==> src/rtl/vend_change_dispenser.sv <==
// Change-payout controller: pays a nickel-unit change amount one coin at a time
// from the dime and nickel tubes, confirms each coin on the exit sensor and keeps
// a saturating inventory count for each tube.
module vend_change_dispenser #(
    parameter int CREDIT_W       = 5,
    parameter int INV_W          = 6,
    parameter int DIME_INIT      = 8,
    parameter int NICKEL_INIT    = 8,
    parameter int PULSE_CYCLES   = 4,
    parameter int TIMEOUT_CYCLES = 64
) (
    input  logic                clk,
    input  logic                reset,
    input  logic                req_valid,
    input  logic [CREDIT_W-1:0] req_amount,
    output logic                req_ready,
    input  logic                coin_sense,
    input  logic                refill_dime,
    input  logic                refill_nickel,
    input  logic                fault_clr,
    output logic                dime_sol,
    output logic                nickel_sol,
    output logic                busy,
    output logic                fault,
    output logic                done,
    output logic [CREDIT_W-1:0] owed,
    output logic [INV_W-1:0]    dime_count,
    output logic [INV_W-1:0]    nickel_count
);

    typedef enum logic [2:0] {
        ST_IDLE   = 3'd0,
        ST_SELECT = 3'd1,
        ST_DRIVE  = 3'd2,
        ST_WAIT   = 3'd3,
        ST_FAULT  = 3'd4
    } state_t;

    // Counter widths carry one spare bit so the +1 constants never need a zero-width pad.
    localparam int PCNT_W = $clog2(PULSE_CYCLES + 1) + 1;
    localparam int TCNT_W = $clog2(TIMEOUT_CYCLES + 1) + 1;

    localparam logic [PCNT_W-1:0]   PULSE_LAST   = PCNT_W'(PULSE_CYCLES - 1);
    localparam logic [TCNT_W-1:0]   TIMEOUT_LAST = TCNT_W'(TIMEOUT_CYCLES - 1);
    localparam logic [PCNT_W-1:0]   PCNT_ONE     = PCNT_W'(1'b1);
    localparam logic [TCNT_W-1:0]   TCNT_ONE     = TCNT_W'(1'b1);
    localparam logic [INV_W-1:0]    INV_ZERO     = {INV_W{1'b0}};
    localparam logic [INV_W-1:0]    INV_ONE      = INV_W'(1'b1);
    localparam logic [INV_W-1:0]    INV_MAX      = {INV_W{1'b1}};
    localparam logic [INV_W-1:0]    DIME_RST     = INV_W'(DIME_INIT);
    localparam logic [INV_W-1:0]    NICKEL_RST   = INV_W'(NICKEL_INIT);
    localparam logic [CREDIT_W-1:0] CREDIT_ZERO  = {CREDIT_W{1'b0}};
    localparam logic [CREDIT_W-1:0] CREDIT_ONE   = CREDIT_W'(1'b1);
    localparam logic [CREDIT_W-1:0] CREDIT_TWO   = CREDIT_W'(2'd2);

    // Inventory update: jam/empty clear wins over decrement, a refill in the same
    // cycle still lands, and increment/decrement together cancel out.
    function automatic logic [INV_W-1:0] inv_next(
        input logic [INV_W-1:0] cnt,
        input logic             inc,
        input logic             dec,
        input logic             clr
    );
        logic [INV_W-1:0] res;
        if (clr) begin
            res = inc ? INV_ONE : INV_ZERO;
        end else if (inc && !dec) begin
            res = (cnt == INV_MAX) ? cnt : (cnt + INV_ONE);
        end else if (dec && !inc) begin
            res = (cnt == INV_ZERO) ? cnt : (cnt - INV_ONE);
        end else begin
            res = cnt;
        end
        return res;
    endfunction

    state_t              state_r,      state_nxt_s;
    logic                coin_dime_r,  coin_dime_nxt_s;
    logic                sense_lat_r,  sense_lat_nxt_s;
    logic [PCNT_W-1:0]   pulse_cnt_r,  pulse_cnt_nxt_s;
    logic [TCNT_W-1:0]   wait_cnt_r,   wait_cnt_nxt_s;
    logic [CREDIT_W-1:0] owed_r,       owed_nxt_s;
    logic [INV_W-1:0]    dime_cnt_r,   dime_cnt_nxt_s;
    logic [INV_W-1:0]    nickel_cnt_r, nickel_cnt_nxt_s;
    logic                acct_s;
    logic                jam_s;
    logic                transfer_s;

    logic req_ready_r,  req_ready_nxt_s;
    logic dime_sol_r,   dime_sol_nxt_s;
    logic nickel_sol_r, nickel_sol_nxt_s;
    logic busy_r,       busy_nxt_s;
    logic fault_r,      fault_nxt_s;
    logic done_r,       done_nxt_s;

    assign transfer_s = req_valid & req_ready_r;

    // State and datapath registers, cleared by the synchronous reset.
    always_ff @(posedge clk) begin
        if (reset) begin
            state_r      <= ST_IDLE;
            coin_dime_r  <= 1'b0;
            sense_lat_r  <= 1'b0;
            pulse_cnt_r  <= {PCNT_W{1'b0}};
            wait_cnt_r   <= {TCNT_W{1'b0}};
            owed_r       <= CREDIT_ZERO;
            dime_cnt_r   <= DIME_RST;
            nickel_cnt_r <= NICKEL_RST;
        end else begin
            state_r      <= state_nxt_s;
            coin_dime_r  <= coin_dime_nxt_s;
            sense_lat_r  <= sense_lat_nxt_s;
            pulse_cnt_r  <= pulse_cnt_nxt_s;
            wait_cnt_r   <= wait_cnt_nxt_s;
            owed_r       <= owed_nxt_s;
            dime_cnt_r   <= dime_cnt_nxt_s;
            nickel_cnt_r <= nickel_cnt_nxt_s;
        end
    end

    // Next-state logic: coin selection, pulse/timeout sequencing and coin accounting.
    always_comb begin
        state_nxt_s     = state_r;
        coin_dime_nxt_s = coin_dime_r;
        sense_lat_nxt_s = sense_lat_r;
        pulse_cnt_nxt_s = pulse_cnt_r;
        wait_cnt_nxt_s  = wait_cnt_r;
        owed_nxt_s      = owed_r;
        acct_s          = 1'b0;
        jam_s           = 1'b0;
        case (state_r)
            ST_IDLE: begin
                if (transfer_s) begin
                    owed_nxt_s  = req_amount;
                    state_nxt_s = ST_SELECT;
                end else begin
                    state_nxt_s = ST_IDLE;
                end
            end
            ST_SELECT: begin
                sense_lat_nxt_s = 1'b0;
                pulse_cnt_nxt_s = {PCNT_W{1'b0}};
                if (owed_r == CREDIT_ZERO) begin
                    state_nxt_s = ST_IDLE;
                end else if ((owed_r >= CREDIT_TWO) && (dime_cnt_r != INV_ZERO)) begin
                    coin_dime_nxt_s = 1'b1;
                    state_nxt_s     = ST_DRIVE;
                end else if (nickel_cnt_r != INV_ZERO) begin
                    // Nickels also cover the case where dimes have run out.
                    coin_dime_nxt_s = 1'b0;
                    state_nxt_s     = ST_DRIVE;
                end else begin
                    state_nxt_s = ST_FAULT;
                end
            end
            ST_DRIVE: begin
                // A coin seen mid-pulse is remembered; the pulse always runs to length.
                sense_lat_nxt_s = sense_lat_r | coin_sense;
                if (pulse_cnt_r == PULSE_LAST) begin
                    if (sense_lat_r || coin_sense) begin
                        acct_s      = 1'b1;
                        state_nxt_s = ST_SELECT;
                    end else begin
                        wait_cnt_nxt_s = {TCNT_W{1'b0}};
                        state_nxt_s    = ST_WAIT;
                    end
                end else begin
                    pulse_cnt_nxt_s = pulse_cnt_r + PCNT_ONE;
                end
            end
            ST_WAIT: begin
                if (coin_sense) begin
                    acct_s      = 1'b1;
                    state_nxt_s = ST_SELECT;
                end else if (wait_cnt_r == TIMEOUT_LAST) begin
                    // No coin arrived: treat the tube as jammed or empty.
                    jam_s       = 1'b1;
                    state_nxt_s = ST_FAULT;
                end else begin
                    wait_cnt_nxt_s = wait_cnt_r + TCNT_ONE;
                end
            end
            ST_FAULT: begin
                if (fault_clr) begin
                    state_nxt_s = ST_SELECT;
                end else begin
                    state_nxt_s = ST_FAULT;
                end
            end
            default: begin
                state_nxt_s = ST_IDLE;
            end
        endcase

        if (acct_s) begin
            owed_nxt_s = owed_r - (coin_dime_r ? CREDIT_TWO : CREDIT_ONE);
        end else begin
            owed_nxt_s = owed_nxt_s;
        end

        dime_cnt_nxt_s   = inv_next(dime_cnt_r, refill_dime,
                                    acct_s & coin_dime_r, jam_s & coin_dime_r);
        nickel_cnt_nxt_s = inv_next(nickel_cnt_r, refill_nickel,
                                    acct_s & ~coin_dime_r, jam_s & ~coin_dime_r);
    end

    // Output decode from the upcoming state so every output is a plain flop.
    always_comb begin
        req_ready_nxt_s  = (state_nxt_s == ST_IDLE);
        busy_nxt_s       = (state_nxt_s != ST_IDLE);
        fault_nxt_s      = (state_nxt_s == ST_FAULT);
        dime_sol_nxt_s   = (state_nxt_s == ST_DRIVE) &&  coin_dime_nxt_s;
        nickel_sol_nxt_s = (state_nxt_s == ST_DRIVE) && !coin_dime_nxt_s;
        done_nxt_s       = (state_r == ST_SELECT) && (state_nxt_s == ST_IDLE);
    end

    // Output registers; reset leaves the block ready and all drives off.
    always_ff @(posedge clk) begin
        if (reset) begin
            req_ready_r  <= 1'b1;
            busy_r       <= 1'b0;
            fault_r      <= 1'b0;
            dime_sol_r   <= 1'b0;
            nickel_sol_r <= 1'b0;
            done_r       <= 1'b0;
        end else begin
            req_ready_r  <= req_ready_nxt_s;
            busy_r       <= busy_nxt_s;
            fault_r      <= fault_nxt_s;
            dime_sol_r   <= dime_sol_nxt_s;
            nickel_sol_r <= nickel_sol_nxt_s;
            done_r       <= done_nxt_s;
        end
    end

    assign req_ready    = req_ready_r;
    assign busy         = busy_r;
    assign fault        = fault_r;
    assign dime_sol     = dime_sol_r;
    assign nickel_sol   = nickel_sol_r;
    assign done         = done_r;
    assign owed         = owed_r;
    assign dime_count   = dime_cnt_r;
    assign nickel_count = nickel_cnt_r;

endmodule

==> config.mk <==
export PLATFORM = sky130hd
export DESIGN_NAME = vend_change_dispenser
export DESIGN_NICKNAME = d
export VERILOG_FILES = /design/src/rtl/vend_change_dispenser.sv
export SDC_FILE = /design/constraint.sdc
export NUM_CORES = 1
export LEC_CHECK = 0
export BUFFER_PORTS_ARGS = -buffer_cell sky130_fd_sc_hd__buf_2
export CAP_MARGIN = 40
export CORE_ASPECT_RATIO = 1.5
export CORE_UTILIZATION = 55
export CTS_BUF_LIST = sky130_fd_sc_hd__clkbuf_2
export DETAILED_ROUTE_END_ITERATION = 10
export PLACE_DENSITY_LB_ADDON = 0.08
export SKIP_LAST_GASP = 1
export SYNTH_ARGS = -nofsm -noshare
export SYNTH_HDL_FRONTEND = slang
export SYNTH_SLANG_ARGS = --single-unit
export TNS_END_PERCENT = 10
==> constraint.sdc <==
create_clock -name clk -period 3.15 [get_ports clk]
set_input_delay 0.315 -clock clk [delete_from_list [all_inputs] [get_ports clk]]
set_output_delay 0.315 -clock clk [all_outputs]
set_load 0.03 [all_outputs]
Word-level counts from Yosys, hierarchy flattened. Cells that the tools add are included.

Input port bits: 12. Logic and storage cells: 126. Output and inout bits: 23. Bits in registers: 40.

Reductions and logical operators: 33. Mux-type cells: 45. Bitwise gates (word level): 7. Equal/unequal tests: 19. Order comparisons: 1. Add/subtract/negate cells: 7.

Operator list (number): $mux 6 (10); $mux 8 (4); $mux 3 (7); $pmux 8 s2 (1); $mux 5 (3); $pmux 3 s5 (1); $mux 1 (13); $add 6x1->6 const B (2); $eq 6x6->1 const B (2); $logic_not 6->1 (2); $ne 3x3->1 const B (4); $reduce_bool 6->1 (2); $sub 6x1->6 const B (2); $ne 2x2->1 const B (5); $eq 3x2->1 const B (3); $reduce_bool 3->1 (3); $add 8x1->8 const B (1); $eq 8x6->1 const B (1); $logic_and 1x1->1 (8); $pmux 4 s2 (1); $reduce_bool 2->1 (4); $eq 3x3->1 const B (2); $logic_not 3->1 (2); $reduce_and 3->1 (2); other kinds (16) (27).

Depth between registers and ports, before layout. Gate-level depths: netlist of run 1.

Depth in word-level cells: 9. Gate-level depth with buffers: 11. Mapped depth without buffers: 11.

Least setup slack after synthesis of run 1. No wires, ideal clock.

Path kind: flip-flop to flip-flop. Start: register pulse_cnt_r[0]. End: register dime_cnt_r[5], in the netlist dime_count[5]. Data arrival time: 2.363 ns. Setup slack: 0.670 ns. Cell stages (with the launch flop): 12. Buffers on the path: 1. Clock period less this slack: 2.480 ns. Cells stage by stage: dfxtp_1 ha_1 nor3b_2 o221ai_2 nand2_1 ha_1 clkbuf_1 o211ai_1 o2111a_1 a211oi_1 xnor2_1 nor2_1.

Longest elaborated chain between the ends: 8.

Ends and longest elaborated chain: from (decl) (line 80) `logic [PCNT_W-1:0] pulse_cnt_r, pulse_cnt_nxt_s;`; from (signal assigned) (line 104) `pulse_cnt_r <= {PCNT_W{1'b0}};`; from (signal assigned) (line 113) `pulse_cnt_r <= pulse_cnt_nxt_s;`; $eq 4x2->1 * (line 159) `if (pulse_cnt_r == PULSE_LAST) begin`; $mux 1 * (line 159); $pmux 1 s2 * (line 131) `case (state_r)`; $and 1x1->1 * (line 202) `acct_s & coin_dime_r, jam_s & coin_dime_r);`; $logic_not 1->1 (line 67) `end else if (inc && !dec) begin`; $logic_and 1x1->1 (line 67); $ne 3x3->1 (no source line), or another cell as far along; $reduce_and 3->1 (no source line) / $mux 6 (equally long branches); to (signal assigned) (line 116) `dime_cnt_r <= dime_cnt_nxt_s;`; to (decl) (line 83) `logic [INV_W-1:0] dime_cnt_r, dime_cnt_nxt_s;`.

Every way passes the cells marked *; elsewhere a longest branch is shown, timed or not. A chain may end at the register's enable or synchronous reset.

Worst setup path in the final report of run 1.
Start: register pulse_cnt_r[0]. End: register nickel_cnt_r[5], in the netlist nickel_count[5].

Longest elaborated chain between the ends: 8.

Ends and longest elaborated chain: $eq 4x2->1 * (line 159); $mux 1 * (line 159); $pmux 1 s2 * (line 131); $and 1x1->1 * (line 204) `acct_s & ~coin_dime_r, jam_s & ~coin_dime_r);`; $logic_not 1->1 (line 67); $logic_and 1x1->1 (line 67); $ne 3x3->1 (no source line), or another cell as far along; $reduce_and 3->1 (no source line) / $mux 6 (equally long branches); to (signal assigned) (line 117) `nickel_cnt_r <= nickel_cnt_nxt_s;`; to (decl) (line 84) `logic [INV_W-1:0] nickel_cnt_r, nickel_cnt_nxt_s;`.

Marks and branches as above.

==> impl_metrics.toml, run 1 <==
[placed_design]
gp_congestion = 0.8889
io_buffers = 34
pre_cts_ws_ns = 0.3946
place_area_um2 = 2771
dp_hpwl_um = 4600

[cts]
clock_latency_ns = 0.42
tritoncts = "built"
htree_levels = 2
cts.sinks = 40
cts.path.max_buffers = 2
ctsHoldBuffers = 0
cts_resized = 0
cts-root-buf = "clkbuf_2"
cts_setup_buffers = 0
cts_buffers = 5
clk_pin_slew_ns = 0.24

[power]
pwr-share-seq_pct = 43.0
p_clk_share_pct = 23.1
switchingPower_mw = 0.5414
p_leak_nw = 1.181
powerDensity_nw_per_um2 = 497.6
p_int_mw = 0.8730
p_comb_share_pct = 33.9
ir_worst_vdd_mv = 0.2662
swShare_pct = 38.28

[route]
drt_iter0_drc = 94
wirelength_um = 6105
drt_drc_violations_left = 2
drt-wirelength-per-cell_um = 15.82
first_pass_iters = 7
route.vias.total = 2412
via_per_inst = 6.249
ant_nets = 0

[timing]
layout_setup_ws_ns = 0.3710
final_hold_viol_count = 0
report.final.setup_viol = 0
skew_ns = 0.03005
fin_tns_setup_ns = 0
drv_slew = 0
relSlewSlack_pct = 56.84
rsz0062_at_grt = "false"
min_period_over_period_pct = 88.22
tightestPinTransition_ns = 0.6424
max_freq_ghz = 0.3598
period_needed_ns = 2.779

[floorplanning]
initial_utilization_pct = 56.92
rows = 30
core_area_um2 = 4504
fp.dieW_um = 57.75
die_h_um = 85.62
io_pins = 35
dieArea_um2 = 4944

[cells_and_area]
final_common_cell = "nor2_1"
finalInstanceArea_um2 = 2843
area_growth_syn_to_layout_pct = 10.88
final_nets = 362
postLayoutCoreUtil_pct = 63.11
layout_common_cells = "nor2_1, dfxtp_1, buf_2"
fill_cells = 441
drive_gt1_share_pct = 19.82
diodes = 0

[run]
drv_cap = 0

[global_routing]
grt_max_degree = 23
grt_pass1_wl_um = 10080
grt_pass1_vias = 2259
grt_overflow_total = 0
antenna_found_initial = 0
grt_use_total_pct = 26.04

[setup_path]
crit_arrival_ns = 3.16
worstSetupPathType = "flip-flop to flip-flop"
endpoint_kind = "flip-flop"
critPathLaunchType = "flip-flop"
cp_max_fo = 5
worstPathRequired_ns = 3.53

[synth]
synth_edf_count = 0
synth_top_flop_cell = "dfxtp_1"
ys_seq_elements = 40
ys_seq_area_share_pct = 31.23
yosysWarnings = 0
syn_area_um2 = 2564
yosys.cell_types.count = 64
syn_inst = 303
async_reset_ff_share_pct = 0
synthesis.nets = 328
syn_avg_cell_area_um2 = 8.461

[outcome]
violations = "DRC"
status = "finished, violations left"

[hold_path]
hold_class = "input port to flip-flop"
-- flip-flops by register name, summed over array words and instances, names as in the netlist, 3 cells and up --
| signal | cells |
|---|---|
| wait_cnt_r | 8 |
| state_r | 3 |
| dime_count | 6 |
| owed | 5 |
| nickel_count | 6 |
| pulse_cnt_r | 4 |
-- cell type report --
type | count | area, um^2 | share of cell area, %
repair buffers | 37 | 192.7 | 6.778
well taps | 48 | 60.06 | 2.113
clock buffers | 5 | 25.02 | 0.8803
flip-flops and latches | 40 | 800.8 | 28.17
multi-input cells | 240 | 1664 | 58.54
clock inverters | 3 | 46.29 | 1.629
inverters | 13 | 53.80 | 1.893
-- per-stage QoR --
| step | power, mW | instances | hold WS (ns) |
|---|---|---|---|
| 3_3_place_gp | 1.088 | 378 | 0.4875 |
| 5_1_grt | 1.502 | 386 | 0.1736 |
| 2_1_floorplan | 0.9726 | 303 | 0.4023 |
| 3_5_place_dp | 1.095 | 378 | 0.4991 |
| 4_1_cts | 1.424 | 386 | 0.1748 |
| 6_report | 1.414 | 386 | 0.1964 |
-- cells in the mapped netlist, types with 2 or more instances --
| cell type | n | area, um^2 |
|---|---|---|
| nor2_1 | 43 | 161.4 |
| dfxtp_1 | 40 | 800.8 |
| nand2_1 | 23 | 86.33 |
| a21oi_1 | 18 | 90.09 |
| o21ai_0 | 15 | 75.07 |
| ha_1 | 12 | 150.1 |
| inv_1 | 10 | 37.54 |
| xor2_1 | 10 | 87.58 |
| a211oi_1 | 8 | 60.06 |
| mux2i_1 | 8 | 80.08 |
| nand4_1 | 8 | 50.05 |
| and3_1 | 6 | 37.54 |
| clkbuf_1 | 6 | 22.52 |
| xnor2_1 | 6 | 52.55 |
| nor3_1 | 5 | 25.02 |
| nand3b_1 | 4 | 30.03 |
| nor2b_1 | 4 | 25.02 |
| nor3b_2 | 4 | 50.05 |
| o21a_1 | 4 | 30.03 |
| buf_2 | 3 | 15.01 |
| nand3_1 | 3 | 15.01 |
| nor4_1 | 3 | 18.77 |
| o211ai_1 | 3 | 22.52 |
| o31ai_1 | 3 | 22.52 |
| or3_1 | 3 | 18.77 |
| a21o_1 | 2 | 15.01 |
| a222oi_1 | 2 | 20.02 |
| and2_1 | 2 | 12.51 |
| inv_2 | 2 | 7.510 |
| mux2_4 | 2 | 30.03 |
| nand2b_1 | 2 | 12.51 |
| nor4_2 | 2 | 25.02 |
| o2111ai_1 | 2 | 17.52 |
| o211a_1 | 2 | 20.02 |
| o221ai_1 | 2 | 17.52 |
| o221ai_2 | 2 | 30.03 |
| or3b_4 | 2 | 22.52 |
-- kinds of logic after synthesis --
family                   synth area share [%]
AND/OR/NAND/NOR                         26.45
flip-flops                              31.23
AO/OA/AOI/OAI                           22.06
adder cells (fa/ha/maj)                 6.637
multiplexers                            4.295
XOR/XNOR                                5.466
buffers and inverters                   3.856
-- path summary, 6_finish.rpt --
| kind | from | to | slack, ns | cells after the start |
|---|---|---|---|---|
| worst max-delay path | pulse_cnt_r[0] | nickel_count[5] | 0.37 | 11 |
| worst min-delay path | req_amount[2] | owed[2] | 0.20 | 3 |
| worst min register to register | pulse_cnt_r[1] | pulse_cnt_r[1] | 0.52 | 2 |
| worst max register to register | pulse_cnt_r[0] | nickel_count[5] | 0.37 | 11 |
-- critical path, stage by stage, from the launching register on --
cell and delay, ns:
dfxtp_1 0.41, ha_1 0.19, nor3b_2 0.39, o221ai_2 0.18
nand2_1 0.22, ha_1 0.32, a21oi_1 0.18, o21ai_0 0.12
a21oi_1 0.16, mux2i_1 0.09, or3_1 0.35, a21oi_1 0.14
-- power by group through the flow --
stage | clock network [mW] | registers (mW) | logic, mW
after floorplan | 0 | 0.675 | 0.298
after global placement | 0 | 0.617 | 0.471
final | 0.326 | 0.608 | 0.480
after detailed placement | 0 | 0.619 | 0.476
after CTS | 0.337 | 0.609 | 0.479
after global routing | 0.362 | 0.618 | 0.522
-- layer usage --
metal | part of all wire [%] | global-route usage, % | routed length (um) | vias up
met5 | 0 | 0 | 0 | -
met4 | 2.8 | 11.90 | 172 | 0
met3 | 3.7 | 3.771 | 223 | 17
met1 | 40 | 29.31 | 2461 | 1147
li1 | - | - | - | 1186
met2 | 53 | 47.36 | 3247 | 62
(Power assumes the default switching activity.)
==> inputs of run 2 (changes only) <==
- CORE_UTILIZATION: 55 -> 54
- clock period: 3.15 -> 2.4 ns (I/O delays scaled with it)
==> run 2 against run 1 <==
  * Critical path type unchanged
  * Sequential power is 32% higher
  * The flow now finishes without violations
  * Maximum frequency is 17% higher
  * Clock-buffer cell count did not move
  * Via count rose by 5.9%
  * Critical path depth rose by 2
  * Worst setup slack got worse by 0.35 ns
==> impl_metrics.toml, run 2 (synthesis results as in run 1) <==
[outcome]
status = "finished, final reports clean"

[timing]
skew_ns = 0.01510
period_needed_ns = 2.376
final_hold_viol_count = 0
drv_slew = 0
relSlewSlack_pct = 70.29
fin_tns_setup_ns = 0
hold_ws_ns = 0.05850
tightestPinTransition_ns = 0.4430
max_freq_ghz = 0.4208
min_period_over_period_pct = 99.01
report.final.setup_viol = 0
rsz0062_at_grt = "true"

[placed_design]
place_area_um2 = 2993
dp_hpwl_um = 4976
gp_congestion = 0.8762
io_buffers = 34

[global_routing]
grt_use_total_pct = 28.15
grt_max_degree = 23
grt_pass1_wl_um = 10940
antenna_found_initial = 0
grt_overflow_total = 0
grt_pass1_vias = 2387

[route]
drt_iter0_drc = 162
route.vias.total = 2554
drt_drc_violations_left = 0
via_per_inst = 5.885
drt-wirelength-per-cell_um = 16.01
first_pass_iters = 4
ant_nets = 0
wirelength_um = 6950

[cts]
htree_levels = 2
clk_pin_slew_ns = 0.24
cts.sinks = 40
cts.path.max_buffers = 2
cts_buffers = 5
cts-root-buf = "clkbuf_2"
clock_latency_ns = 0.44
tritoncts = "built"

[cells_and_area]
largest_register = "wait_cnt_r"
largest_reg_flops = 8
seq_area_um2 = 805.8
final_nets = 394
area_growth_syn_to_layout_pct = 27.04
final_common_cell = "nor2_1"
finalInstanceArea_um2 = 3257
layout_common_cells = "nor2_1, dfxtp_1, buf_2, buf_4, nand2_1"
fill_cells = 368
diodes = 0
multi_input_area_um2 = 1809
drive_gt1_share_pct = 31.89

[setup_path]
worst-path-stages = 13
worstSetupPathType = "flip-flop to flip-flop"
endpoint_kind = "flip-flop"
slowest_delay_ns = 0.41
critPathSlowestCell = "dfxtp_4"
path_delay_family = "compound AO/OA/AOI/OAI gates"
r2r_cells = 13
worstPathRequired_ns = 2.77
cpMostUsedCell = "xnor2_1"
path_cells = "ha_4 > nor3b_4 > o221ai_2 > nand2_2 > buf_6 > buf_4 > xnor2_1 > ha_2 > inv_1 > o221a_4 > a21oi_2 > xnor2_1 > a211oi_1"
cp_max_fo = 5
critPathBufInv = 3
critPathLaunchType = "flip-flop"
crit_arrival_ns = 2.75

[run]
drv_cap = 0

[power]
ir_worst_vdd_mv = 0.4133
powerDensity_nw_per_um2 = 617.5
p_leak_nw = 1.344
finalPower_mw = 2.011

[floorplanning]
core_area_um2 = 4542
rows = 30
die_h_um = 86.39
dieArea_um2 = 5033
io_pins = 35
fp.dieW_um = 58.26
initial_utilization_pct = 56.45

[hold_path]
holdPathStages = 3
hold_class = "input port to flip-flop"
## run 2: cell types whose count changed in the layout (fill, tap and decap cells not counted), moves of 2 or more
cell	change
dfxtp_1	-2
o21ai_0	-4
a21oi_1	-3
nand2_1	-2
o21ai_2	+2
ha_4	+6
a21oi_2	+2
ha_1	-7
o21ai_1	+2
buf_4	+31
## run 2: area by class of cell
| cell class | count | share of cell area (%) |
|---|---|---|
| clock inverter | 3 | 1.421 |
| clock buffer | 5 | 0.7683 |
| timing repair buffer | 69 | 13.41 |
| sequential | 40 | 24.74 |
| multi-input combinational | 240 | 55.55 |
| inverter | 13 | 1.652 |
| tap | 64 | 2.459 |
## run 2: power breakdown
part           switching (mW)  internal (mW)  total, mW
combinational           0.441          0.330      0.771
clock                   0.261          0.179      0.440
sequential             0.0775          0.723      0.800
## run 2: timing repair
| action | in CTS | in global routing |
|---|---|---|
| hold buffers | 0 | 0 |
| pin swaps | 3 | 15 |
| resized for setup | 7 | 23 |
| setup endpoints to repair | 4 | 6 |
| setup buffers | 0 | 6 |
## run 2: final timing paths
check	slack (ns)	start	endpoint
worst max-delay path	0.02	pulse_cnt_r[1]	nickel_count[4]
worst min-delay path	0.06	req_amount[2]	owed[2]
worst max register to register	0.02	pulse_cnt_r[1]	nickel_count[4]
worst min register to register	0.55	pulse_cnt_r[1]	pulse_cnt_r[1]
## run 2: worst min-delay path, delay by kind of cell
kind	cells	cell delay, ns
buffers and inverters	1	0.08
AO/OA/AOI/OAI	1	0.08
AND/OR/NAND/NOR	1	0.08
## run 2: per-stage QoR
stage,cells,util [%],setup WS [ns]
2_1_floorplan,303,-,-0.01966
3_3_place_gp,420,65.90,0.02542
3_5_place_dp,420,65.90,-0.06808
4_1_cts,428,68.26,-0.01752
5_1_grt,434,71.71,-0.1046
6_report,434,71.71,0.02371
## run 2: layer usage
layer  global-route usage, %  share of wire (%)  vias up
li1                        -                  -     1242
met1                   31.01                 40     1224
met2                   51.31                 54       68
met3                   4.478                3.1       20
met4                   13.42                3.1        0
met5                       0                  0        -
==> inputs of run 3 (changes only) <==
--- a/config.mk
+++ b/config.mk
@@ -9,3 +9,2 @@
 export CAP_MARGIN = 40
-export CORE_ASPECT_RATIO = 1.5
 export CORE_UTILIZATION = 54
--- a/constraint.sdc
+++ b/constraint.sdc
@@ -3,2 +3,2 @@
 set_output_delay 0.24 -clock clk [all_outputs]
-set_load 0.03 [all_outputs]
+set_load 0.005 [all_outputs]
==> run 3 against run 2 <==
  * Sequential share of layout area up 0.34 points
  * Global-route usage is essentially flat
  * Via count is essentially flat
  * Worst setup slack gained 0.041 ns
  * Register-to-register slack gained 0.04 ns
  * Critical path type unchanged
  * Die area down 0.12%
  * Cell area down 1.7%
  * Routed wire length down 2.1%
  * Flip-flop and latch count unchanged
  * Non-clock buffer count fell by 6
==> impl_metrics.toml, run 3 (synthesis results as in run 1) <==
[cts]
cts-root-buf = "clkbuf_2"
htree_levels = 2
cts.path.max_buffers = 2
clk_pin_slew_ns = 0.23
cts.sinks = 40
tritoncts = "built"
ctsHoldBuffers = 0
cts_buffers = 5
clock_latency_ns = 0.42

[route]
first_pass_iters = 8
wirelength_um = 6807
drt_iter0_drc = 190
drt-wirelength-per-cell_um = 16.36
drt_drc_violations_left = 0
ant_nets = 0
route.vias.total = 2555
via_per_inst = 6.142

[placed_design]
gp_congestion = 0.9010
placed_cells = 402
io_buffers = 34
place_area_um2 = 2933
pre_cts_ws_ns = -0.05859
dp_hpwl_um = 4824

[setup_path]
critPathLaunchType = "flip-flop"
reg2reg_setup_slack_ns = 0.07
r2r_end = "dime_count[5]"
worstPathRequired_ns = 2.73
r2r_cells = 11
reg2reg_from = "pulse_cnt_r[1]"
crit_arrival_ns = 2.67
endpoint_kind = "flip-flop"
worstSetupPathType = "flip-flop to flip-flop"
cp_max_fo = 3

[timing]
fin_tns_setup_ns = 0
skew_ns = 0.01446
max_freq_ghz = 0.4283
hold_ws_ns = 0.06294
report.final.setup_viol = 0
period_needed_ns = 2.335
drv_slew = 0
tightestPinTransition_ns = 0.6017
rsz0062_at_grt = "true"
relSlewSlack_pct = 59.52
final_hold_viol_count = 0
layout_setup_ws_ns = 0.06518
min_period_over_period_pct = 97.28

[power]
powerDensity_nw_per_um2 = 647.7
p_leak_nw = 1.332
finalPower_mw = 2.075
ir_worst_vdd_mv = 0.5440

[cells_and_area]
postLayoutCoreUtil_pct = 72.07
finalInstanceArea_um2 = 3203
final_nets = 388
finalNonFillerCells = 416
area_growth_syn_to_layout_pct = 24.94
diodes = 0
largest_register = "wait_cnt_r"
drive_gt1_share_pct = 29.40
final_common_cell = "nor2_1"
layout_common_cells = "nor2_1, dfxtp_1, buf_2"
largest_reg_flops = 8

[global_routing]
met1_usage_pct = 35.60
grt.busiest_layer = "met2"
use_met3_pct = 4.701
grt_pass1_wl_um = 11230
grt_overflow_total = 0
grt_max_degree = 23
grt_pass1_vias = 2389
grt_use_total_pct = 28.11
antenna_found_initial = 0
gr-usage-met2_pct = 47.65

[hold_path]
holdPathStages = 3
hp-start = "req_amount[2]"
hold_end = "owed[2]"
hold_class = "input port to flip-flop"

[floorplanning]
die_h_um = 70.90
rows = 24
dieArea_um2 = 5027
initial_utilization_pct = 57.69
io_pins = 35
fp.dieW_um = 70.90
core_area_um2 = 4444

[outcome]
status = "finished, final reports clean"

[run]
drv_cap = 0
[run 3: cell count changes in the layout (fill, tap and decap cells not counted), sizes merged]
cell / delta
clkinvlp: -1
buf: -6
inv: -1
bufinv: +2
[run 3: report_power, final]
part           leakage, nW  switching (mW)  internal (mW)
Combinational        0.941           0.332          0.306
Clock               0.0632           0.248          0.384
Sequential           0.328          0.0803          0.724
[run 3: layout make-up]
cell class	instances	area, um^2
timing repair buffer	63	395.4
tap	52	65.06
fill	377	1241
multi-input combinational	240	1770
clock buffer	5	25.02
clock inverter	3	90.09
sequential	40	803.3
inverter	13	53.80
[run 3: what timing repair did]
item,CTS,global route
setup endpoints to repair,4,6
buffers inserted,4,2
endpoints found under the hold margin,0,0
gates resized for setup,12,9
pin swaps,8,14
[run 3: worst max-delay path by stage]
stage / from / depth (start not counted) / end
after floorplan: pulse_cnt_r[0] / 11 / nickel_count[5]
after global placement: pulse_cnt_r[0] / 10 / dime_count[5]
after detailed placement: pulse_cnt_r[1] / 10 / dime_count[5]
after CTS: pulse_cnt_r[1] / 11 / nickel_count[5]
after global routing: pulse_cnt_r[1] / 12 / nickel_count[4]
final: pulse_cnt_r[1] / 11 / dime_count[5]
[run 3: metal layers]
layer / vias to the layer above / share of wire, %
met5: - / 0
met4: 0 / 1.4
met3: 9 / 4.1
met2: 64 / 50
met1: 1246 / 44
li1: 1236 / -
[run 3: worst max-delay path, stage by stage, from the launching register on]
cell	delay, ns
dfxtp_2	0.39
ha_4	0.16
nor3b_4	0.16
o221ai_2	0.24
nand2_2	0.15
buf_6	0.16
ha_4	0.26
o211ai_1	0.11
o2111a_1	0.26
a211oi_2	0.16
xnor2_1	0.15
nor2_1	0.05
